===== config.mk =====
export PLATFORM = sky130hd
export DESIGN_NAME = div_restoring_48x24_flat
export DESIGN_NICKNAME = d
export VERILOG_FILES = /design/src/rtl/div_restoring_48x24_if.sv /design/src/rtl/div_restoring_48x24.sv /design/src/flat_wrapper.sv
export SDC_FILE = /design/constraint.sdc
export NUM_CORES = 1
export LEC_CHECK = 0
export BUFFER_PORTS_ARGS = -buffer_cell sky130_fd_sc_hd__buf_2
export CELL_PAD_IN_SITES_DETAIL_PLACEMENT = 0
export CELL_PAD_IN_SITES_GLOBAL_PLACEMENT = 1
export CORE_ASPECT_RATIO = 2
export CORE_MARGIN = 2
export CORE_UTILIZATION = 25
export CTS_CLUSTER_SIZE = 8
export DETAILED_ROUTE_END_ITERATION = 8
export PLACE_DENSITY_LB_ADDON = 0.2
export SLEW_MARGIN = 0
export SYNTH_ARGS = -nofsm -noshare
export SYNTH_HDL_FRONTEND = slang
export SYNTH_SLANG_ARGS = --single-unit
export TNS_END_PERCENT = 10

===== constraint.sdc =====
create_clock -name clk -period 4.85 [get_ports clk]
set_clock_uncertainty 0.15 [all_clocks]
set_input_delay 0.485 -clock clk [delete_from_list [all_inputs] [get_ports clk]]
set_output_delay 0.485 -clock clk [all_outputs]
set_load 0.03 [all_outputs]

===== src/rtl/div_restoring_48x24_if.sv =====
// Handshake/data bundle for the 48/24 restoring divider.
// The requester drives start/a/b; the divider returns q/r/busy/ready/overflow.
interface div_restoring_48x24_if #(
    parameter int WIDTH = 24
);
    logic                 start;
    logic [2*WIDTH-1:0]   a;
    logic [WIDTH-1:0]     b;
    logic [WIDTH-1:0]     q;
    logic [WIDTH-1:0]     r;
    logic                 busy;
    logic                 ready;
    logic                 overflow;

    modport master (
        output start, a, b,
        input  q, r, busy, ready, overflow
    );

    modport slave (
        input  start, a, b,
        output q, r, busy, ready, overflow
    );
endinterface


===== src/rtl/div_restoring_48x24.sv =====
// Sequential radix-2 restoring divider: 2*WIDTH-bit dividend / WIDTH-bit divisor, one quotient bit per clock.
// Optional macro DIV_OVERFLOW_CHECK_EN adds an early-out when the quotient cannot fit (a_hi >= b, including b=0).
module div_restoring_48x24 #(
    parameter int WIDTH = 24,
    parameter int CNT_W = 5
) (
    input  logic                   clk,
    input  logic                   rst,
    div_restoring_48x24_if.slave   bus
);
    typedef enum logic [1:0] {
        IDLE = 2'd0,
        RUN  = 2'd1,
        DONE = 2'd2
    } state_t;

    localparam logic [CNT_W-1:0] LAST_CNT = CNT_W'(WIDTH - 1);

    state_t             state;
    logic [WIDTH-1:0]   rem_r;
    logic [WIDTH-1:0]   quo_r;
    logic [WIDTH-1:0]   dvs_r;
    logic [CNT_W-1:0]   count;
    logic               ovf_pend_r;
    logic [WIDTH-1:0]   q_r;
    logic [WIDTH-1:0]   r_r;
    logic               busy_r;
    logic               ready_r;
    logic               ovf_r;

    logic [WIDTH:0]     shifted_s;
    logic [WIDTH:0]     trial_s;
    logic [WIDTH-1:0]   a_hi_s;
    logic               ovf_hit_s;

    // Trial subtraction for the current iteration and the optional overflow comparator.
    always_comb begin
        a_hi_s    = bus.a[2*WIDTH-1:WIDTH];
        shifted_s = {rem_r, quo_r[WIDTH-1]};
        trial_s   = shifted_s - {1'b0, dvs_r};
`ifdef DIV_OVERFLOW_CHECK_EN
        ovf_hit_s = (a_hi_s >= bus.b);
`else
        ovf_hit_s = 1'b0;
`endif
    end

    // Control FSM, datapath registers and registered outputs.
    always_ff @(posedge clk) begin
        if (rst) begin
            state      <= IDLE;
            rem_r      <= '0;
            quo_r      <= '0;
            dvs_r      <= '0;
            count      <= '0;
            ovf_pend_r <= 1'b0;
            q_r        <= '0;
            r_r        <= '0;
            busy_r     <= 1'b0;
            ready_r    <= 1'b0;
            ovf_r      <= 1'b0;
        end else begin
            ready_r <= 1'b0;
            case (state)
                IDLE: begin
                    // A start coinciding with the ready pulse is deliberately refused.
                    if (bus.start && !ready_r) begin
                        dvs_r  <= bus.b;
                        rem_r  <= a_hi_s;
                        count  <= '0;
                        busy_r <= 1'b1;
                        ovf_r  <= 1'b0;
                        if (ovf_hit_s) begin
                            quo_r      <= '1;
                            ovf_pend_r <= 1'b1;
                            state      <= DONE;
                        end else begin
                            quo_r      <= bus.a[WIDTH-1:0];
                            ovf_pend_r <= 1'b0;
                            state      <= RUN;
                        end
                    end else begin
                        state <= IDLE;
                    end
                end
                RUN: begin
                    // The remainder's top bit is always zero, so only WIDTH bits are stored.
                    if (trial_s[WIDTH] == 1'b0) begin
                        rem_r <= trial_s[WIDTH-1:0];
                        quo_r <= {quo_r[WIDTH-2:0], 1'b1};
                    end else begin
                        rem_r <= shifted_s[WIDTH-1:0];
                        quo_r <= {quo_r[WIDTH-2:0], 1'b0};
                    end
                    count <= count + CNT_W'(1);
                    if (count == LAST_CNT) begin
                        state <= DONE;
                    end else begin
                        state <= RUN;
                    end
                end
                DONE: begin
                    q_r     <= quo_r;
                    r_r     <= rem_r;
                    ovf_r   <= ovf_pend_r;
                    ready_r <= 1'b1;
                    busy_r  <= 1'b0;
                    state   <= IDLE;
                end
                default: begin
                    busy_r <= 1'b0;
                    state  <= IDLE;
                end
            endcase
        end
    end

    assign bus.q        = q_r;
    assign bus.r        = r_r;
    assign bus.busy     = busy_r;
    assign bus.ready    = ready_r;
    assign bus.overflow = ovf_r;
endmodule


===== src/flat_wrapper.sv =====
// flat-port wrapper written by rule: the top's interface ports become plain ports
module div_restoring_48x24_flat 
#(
    parameter int WIDTH = 24,
    parameter int CNT_W = 5
)
  (clk, rst, bus_start, bus_a, bus_b, bus_q, bus_r, bus_busy, bus_ready, bus_overflow);
  div_restoring_48x24_if #(.WIDTH(WIDTH)) bus_i ();
  input  logic clk;
  input  logic rst;
  input wire logic [$bits(bus_i.start)-1:0] bus_start;
  input wire logic [$bits(bus_i.a)-1:0] bus_a;
  input wire logic [$bits(bus_i.b)-1:0] bus_b;
  output wire logic [$bits(bus_i.q)-1:0] bus_q;
  output wire logic [$bits(bus_i.r)-1:0] bus_r;
  output wire logic [$bits(bus_i.busy)-1:0] bus_busy;
  output wire logic [$bits(bus_i.ready)-1:0] bus_ready;
  output wire logic [$bits(bus_i.overflow)-1:0] bus_overflow;
  assign bus_i.start = bus_start;
  assign bus_i.a = bus_a;
  assign bus_i.b = bus_b;
  assign bus_q = bus_i.q;
  assign bus_r = bus_i.r;
  assign bus_busy = bus_i.busy;
  assign bus_ready = bus_i.ready;
  assign bus_overflow = bus_i.overflow;
  div_restoring_48x24 #(.WIDTH(WIDTH), .CNT_W(CNT_W)) u_core (.clk(clk), .rst(rst), .bus(bus_i));
endmodule

==> run summary, run 1 <==
Residual DRC count = 0
Number of max-cap violations = 0
Fmax achieved = 0.276 GHz
Delay of the slowest cell on the worst path = 570 ps
Placer congestion estimate = 0.847
Clock Path Buffers = 2
Final nets = 1015
Total Power = 3.49 mW
Critical-path cell with the highest stage delay = or3b_1
Switching part of the total = 32.5%
Final slew viol count = 0
Static Leakage = 3.20 nW
CTS tree = built
Starting Density = 25.3%
Seq cells post-synth = 129
HP Class = in -> reg
Most common cell after layout, fill and taps aside = nand2_1
Combined area of all synthesized cells = 0.00634 mm^2
Data arrival time of the critical path = 3750 ps
Main synth FF type = dfxtp_1
Number of global-route vias before repair = 6121
X dimension of the die = 117 um
Average cell area after synthesis = 7.76 um^2
PnR worst setup slack = 1220 ps
Post-CTS repair timing setup buffer count = 0
Initial DRT Pass Iterations = 4
Fin util = 31.3%
Largest net degree at the start of global routing = 90
Proportion of power drawn by the clock network = 37.3%
Row count = 82
DP Worst Slack = 1190 ps
Relative slew slack = 32.4%
Worst hold slack = 130 ps
Count of vias placed by the detailed router = 5959
Final Cycle Share = 74.8%
Remaining Overflow, GRT = 0
Overall die area = 0.0267 mm^2
Final instance count without filler cells = 1260
Share of synthesized area occupied by flip-flops and latches = 40.7%
Crit path max fanout = 22
Core region area = 0.0250 mm^2
Layout cells sized above 1 = 18.9%
Final Instance Area = 0.00783 mm^2
Cell area after placement = 0.00725 mm^2
H-tree depth = 4
Leading cell types in the layout, fill and taps excluded = 176 x nand2_1, 129 x dfxtp_1, 123 x buf_2
Final TNS setup = 0 ps
Peak VDD IR = 206 uV
Worst setup path category = reg -> reg
Net count of the mapped netlist = 918
Kind of end point of the critical path = flip-flop
Die height = 229 um
Seq pwr share = 34.5%
Power density cells = 445 mW/mm^2
Hold violation total from the final report = 0
Combinational share of power = 28.3%
Async set-reset flop share out of synthesis = 0%
Wire length of the first global-routing pass = 32.8 mm
Worst Setup Start Kind = flip-flop
Unique cell type count in the Yosys netlist = 61
Clock network latency to the later pin of the worst-skew pair = 440 ps
Crit-path cells = inv_1, ha_1, fa_1, and2b_1, o31ai_2, a211o_1, a211oi_2, o21ai_0, or3b_1, buf_4, mux2i_1, a211oi_1
Global-route total usage across every layer = 16.1%
DPL Wire Length = 14.5 mm
Post-synth EDFFs = 0
Total of buffers placed on input and output ports = 124
Internal portion of total power = 2.35 mW
Fillcell total = 2870
Cells after Synth = 817
Clock period minus final worst setup slack = 3630 ps
Power spent charging and discharging nets = 1.13 mW
Boundary Pins = 126
Cell total after placement = 1231
Wire per inst = 16.4 um
Antenna-violating nets left = 0
Number of hold-repair buffers added at the cts stage = 0
Via/cell ratio = 4.73
Initial antenna violation count = 0
Required time of the worst setup path = 4970 ps
Sink count of the clock tree = 129
Setup repair after global routing missed its margin = no
Setup-violating endpoint count in the final report = 0
Worst-Margin Slew = 1010 ps
Growth of design area from synthesis to finish = 23.5%
Antenna diodes = 0
Status = completed
Routed wire length = 20.7 mm
Yosys warning count = 0
CTS-repair resized insts = 0
Clock buffer count from CTS = 17
Master cell of the clock root buffer = clkbuf_16
Drt first-iter violations = 245
Clock transition at the register clock pins on the worst setup and hold paths after CTS = 60 ps
## flip-flops by register name, summed over array words and instances (netlist names)
signal / count
u_core.bus.busy: 1
u_core.bus.q: 24
u_core.bus.r: 24
u_core.bus.ready: 1
u_core.count: 5
u_core.dvs_r: 24
u_core.quo_r: 24
u_core.rem_r: 24
u_core.state: 2
## final timing paths
| path | from | end | slack [ps] | cells after the start |
|---|---|---|---|---|
| worst min register to register | u_core.bus.q[10] | u_core.bus.q[10] | 300 | 2 |
| worst max-delay path | u_core.quo_r[23] | u_core.rem_r[7] | 1220 | 12 |
| worst min-delay path | bus_b[16] | u_core.dvs_r[16] | 130 | 3 |
| worst max register to register | u_core.quo_r[23] | u_core.rem_r[7] | 1220 | 12 |
## layout make-up
| class | instances | area, um^2 | area share (%) |
|---|---|---|---|
| clock buffer | 24 | 502 | 6.41 |
| clock inverter | 5 | 77.6 | 0.991 |
| inverter | 32 | 120 | 1.53 |
| multi-input combinational | 600 | 3430 | 43.8 |
| sequential | 129 | 2580 | 33.0 |
| tap | 336 | 420 | 5.37 |
| timing repair buffer | 134 | 698 | 8.92 |
## cells in the mapped netlist, drive strengths merged, types with 2 or more instances
library cell | instances | share of area (%)
o22ai | 14 | 1.4
mux2 | 2 | 0.47
xor2 | 9 | 1.2
o21bai | 2 | 0.24
o311a | 7 | 1.1
nand3 | 16 | 1.3
nor3 | 18 | 1.4
o21ai | 15 | 1.2
nor2 | 67 | 4.0
a21o | 9 | 1.1
ha | 25 | 4.9
inv | 32 | 1.9
and3 | 2 | 0.20
a211o | 2 | 0.28
nor4 | 15 | 1.5
a21oi | 109 | 8.6
nand4b | 2 | 0.28
nor2b | 8 | 0.79
a31oi | 5 | 0.49
dfxtp | 129 | 41
o21a | 4 | 0.49
and4 | 2 | 0.28
buf | 11 | 1.0
a211oi | 16 | 2.2
and2 | 3 | 0.30
nand2 | 176 | 10
nand2b | 6 | 0.59
nor4b | 2 | 0.28
o31ai | 4 | 0.55
mux2i | 14 | 2.2
nand4 | 5 | 0.49
clkbuf | 45 | 2.7
xnor2 | 10 | 1.4
a22oi | 10 | 1.2
## layer usage
metal  global-route usage (%)  share of wire [%]  vias to the layer above
met5                        0                  0                        -
met4                     6.32                2.2                        0
met3                     3.44                2.9                       26
met2                     30.3                 56                      100
met1                     16.8                 39                     2807
li1                         -                  -                     3026
## cell families after synthesis
logic type | count (synthesis) | synth area share [%]
other | 1 | 0.0591
AO/OA/AOI/OAI | 208 | 20.4
flip-flops | 129 | 40.7
XOR/XNOR | 19 | 2.62
multiplexers | 16 | 2.68
buffers and inverters | 88 | 5.58
AND/OR/NAND/NOR | 330 | 22.7
adder cells (fa/ha/maj) | 26 | 5.25
## critical path: cells and delay by family (launching register included)
family          cells  cell delay (ps)
buf+inv             2              490
compound gates      5              790
mux                 1              240
simple gates        2              830
fa+ha+maj           2              600
flops               1              350
## power by group through the flow
| stage | clock, mW | combinational [mW] | sequential [mW] |
|---|---|---|---|
| 4_1_cts | 1.34 | 1.00 | 1.20 |
| 2_1_floorplan | 0 | 0.783 | 1.20 |
| 3_3_place_gp | 0 | 0.998 | 1.23 |
| 3_5_place_dp | 0 | 0.997 | 1.22 |
| 5_1_grt | 1.38 | 1.10 | 1.21 |
| 6_report | 1.30 | 0.986 | 1.20 |
Note: power is estimated with default switching activity, not from simulation.
==> inputs of run 2 (changes only) <==
- clock period: 4.85 -> 3.4 ns (I/O delays scaled with it)
==> run summary, run 2 (synthesis results as in run 1) <==
Startpoint of the most critical register-to-register path = u_core.quo_r[23]
Final TNS setup = 0 ps (unchanged)
Static Leakage = 3.32 nW (+3.7%)
Starting Density = 25.3% (unchanged)
Fmax achieved = 0.309 GHz (+12%)
Power density cells = 615 mW/mm^2 (+38%)
Clock period minus final worst setup slack = 3230 ps (-398 ps)
Crit path max fanout = 17 (-23%)
Leading cell types in the layout, fill and taps excluded = 176 x nand2_1, 129 x dfxtp_1, 123 x buf_2
PnR worst setup slack = 168 ps (-1050 ps)
Setup-violating endpoint count in the final report = 0 (unchanged)
Final instance count without filler cells = 1293 (+2.6%)
Initial antenna violation count = 0 (unchanged)
Status = completed
Overall die area = 0.0267 mm^2 (unchanged)
Residual DRC count = 0 (unchanged)
DP Worst Slack = 56.0 ps (-1130 ps)
Clock buffer count from CTS = 17 (unchanged)
Reg2reg path depth = 12 (unchanged)
Total of buffers placed on input and output ports = 124 (unchanged)
Number of max-cap violations = 0 (unchanged)
Row count = 82 (unchanged)
Sink count of the clock tree = 129 (unchanged)
Crit-path cells = inv_1, ha_1, fa_1, and2b_1, o31ai_2, a211o_1, a211oi_2, nor3_1, or3b_4, buf_6, mux2i_1, a211oi_1
H-tree depth = 4 (unchanged)
Boundary Pins = 126 (unchanged)
Remaining Overflow, GRT = 0 (unchanged)
DPL Wire Length = 14.8 mm (+1.8%)
Fillcell total = 2831 (-1.4%)
Drt first-iter violations = 235 (-4.1%)
Origin of the worst setup path = u_core.quo_r[23]
Final Instance Area = 0.00811 mm^2 (+3.6%)
Setup repair after global routing missed its margin = no
Die height = 229 um (unchanged)
Worst hold slack = 20.1 ps (-110 ps)
HP Class = in -> reg
CTS tree = built
Register-to-register setup slack = 170 ps (-1050 ps)
Global-route total usage across every layer = 16.4% (+0.37 points)
Via/cell ratio = 4.70 (-0.62%)
Clock Path Buffers = 2 (unchanged)
Most common cell after layout, fill and taps aside = nand2_1
Peak VDD IR = 327 uV (+59%)
Initial DRT Pass Iterations = 4 (unchanged)
Relative slew slack = 37.7% (+5.2 points)
Worst-Margin Slew = 932 ps (-81.9 ps)
Worst setup path category = reg -> reg
Core region area = 0.0250 mm^2 (unchanged)
Endpoint of the most critical register-to-register path = u_core.rem_r[3]
Fin util = 32.4% (+1.1 points)
Cell area after placement = 0.00733 mm^2 (+1.1%)
Largest net degree at the start of global routing = 65 (-28%)
Cell total after placement = 1240 (+0.73%)
Clock network latency to the later pin of the worst-skew pair = 440 ps (about the same)
Total Power = 4.99 mW (+43%)
Growth of design area from synthesis to finish = 27.9%
Worst Setup Start Kind = flip-flop
Clock transition at the register clock pins on the worst setup and hold paths after CTS = 60 ps (about the same)
Hold violation total from the final report = 0 (unchanged)
Routed wire length = 21.1 mm (+1.9%)
Wire length of the first global-routing pass = 33.0 mm (+0.80%)
X dimension of the die = 117 um (unchanged)
Final slew viol count = 0 (unchanged)
Antenna diodes = 0 (unchanged)
Placer congestion estimate = 0.808 (-4.5%)
Layout cells sized above 1 = 19.6% (+0.71 points)
Critical-path cell with the highest stage delay = or3b_4
Antenna-violating nets left = 0 (unchanged)
Data arrival time of the critical path = 3430 ps (-320 ps)
Final nets = 1045 (+3.0%)
Required time of the worst setup path = 3600 ps (-1370 ps)
Delay of the slowest cell on the worst path = 450 ps (-120 ps)
Wire per inst = 16.3 um (-0.70%)
Count of vias placed by the detailed router = 6077 (+2.0%)
Final Cycle Share = 95.0% (+20 points)
Critical Path End = u_core.rem_r[3]
Kind of end point of the critical path = flip-flop
Master cell of the clock root buffer = clkbuf_16
Number of global-route vias before repair = 6126 (+0.082%)
## run 2: metal layers
metal	up-vias	track usage, %	share of wire (%)
met2	93	31.1	56
met4	0	6.62	2.3
met3	22	3.20	3.2
li1	3081	-	-
met5	-	0	0
met1	2881	17.2	38
## run 2: power by group
group / total, mW / internal (mW) / switching, mW
logic: 1.50 / 0.656 / 0.846
clock network: 1.78 / 1.07 / 0.715
registers: 1.71 / 1.61 / 0.0973
## run 2: area by class of cell
cell class                 count  area, um^2  share of cell area [%]
timing repair buffer         164         996                    12.3
inverter                      32         120                    1.48
clock buffer                  20         437                    5.38
sequential                   129        2580                    31.8
clock inverter                12         118                    1.45
tap                          336         420                    5.18
multi-input combinational    600        3440                    42.4
## run 2: worst min-delay path by stage
stage | start | end | slack, ps | depth (start not counted)
after floorplan | u_core.dvs_r[10] | u_core.dvs_r[10] | 290 | 2
after global placement | u_core.bus.r[23] | u_core.bus.r[23] | 290 | 2
after detailed placement | u_core.bus.r[18] | u_core.bus.r[18] | 290 | 2
after CTS | bus_b[17] | u_core.dvs_r[17] | 6 | 3
after global routing | bus_b[17] | u_core.dvs_r[17] | 50 | 3
final | bus_b[17] | u_core.dvs_r[17] | 20 | 3
## run 2: worst max-delay path, delay by kind of cell, from the launching register on
kind                     cells  cell delay (ps)
AO/OA/AOI/OAI                4              830
adder cells (fa/ha/maj)      2              610
buffers and inverters        2              270
flip-flops                   1              350
multiplexers                 1              140
AND/OR/NAND/NOR              3              790
## run 2: repair_timing
item	CTS	global route
hold buffers	21	0
endpoints found under the setup margin	0	22
resized for setup	0	4
buffers inserted	0	0
hold endpoints to repair	21	0
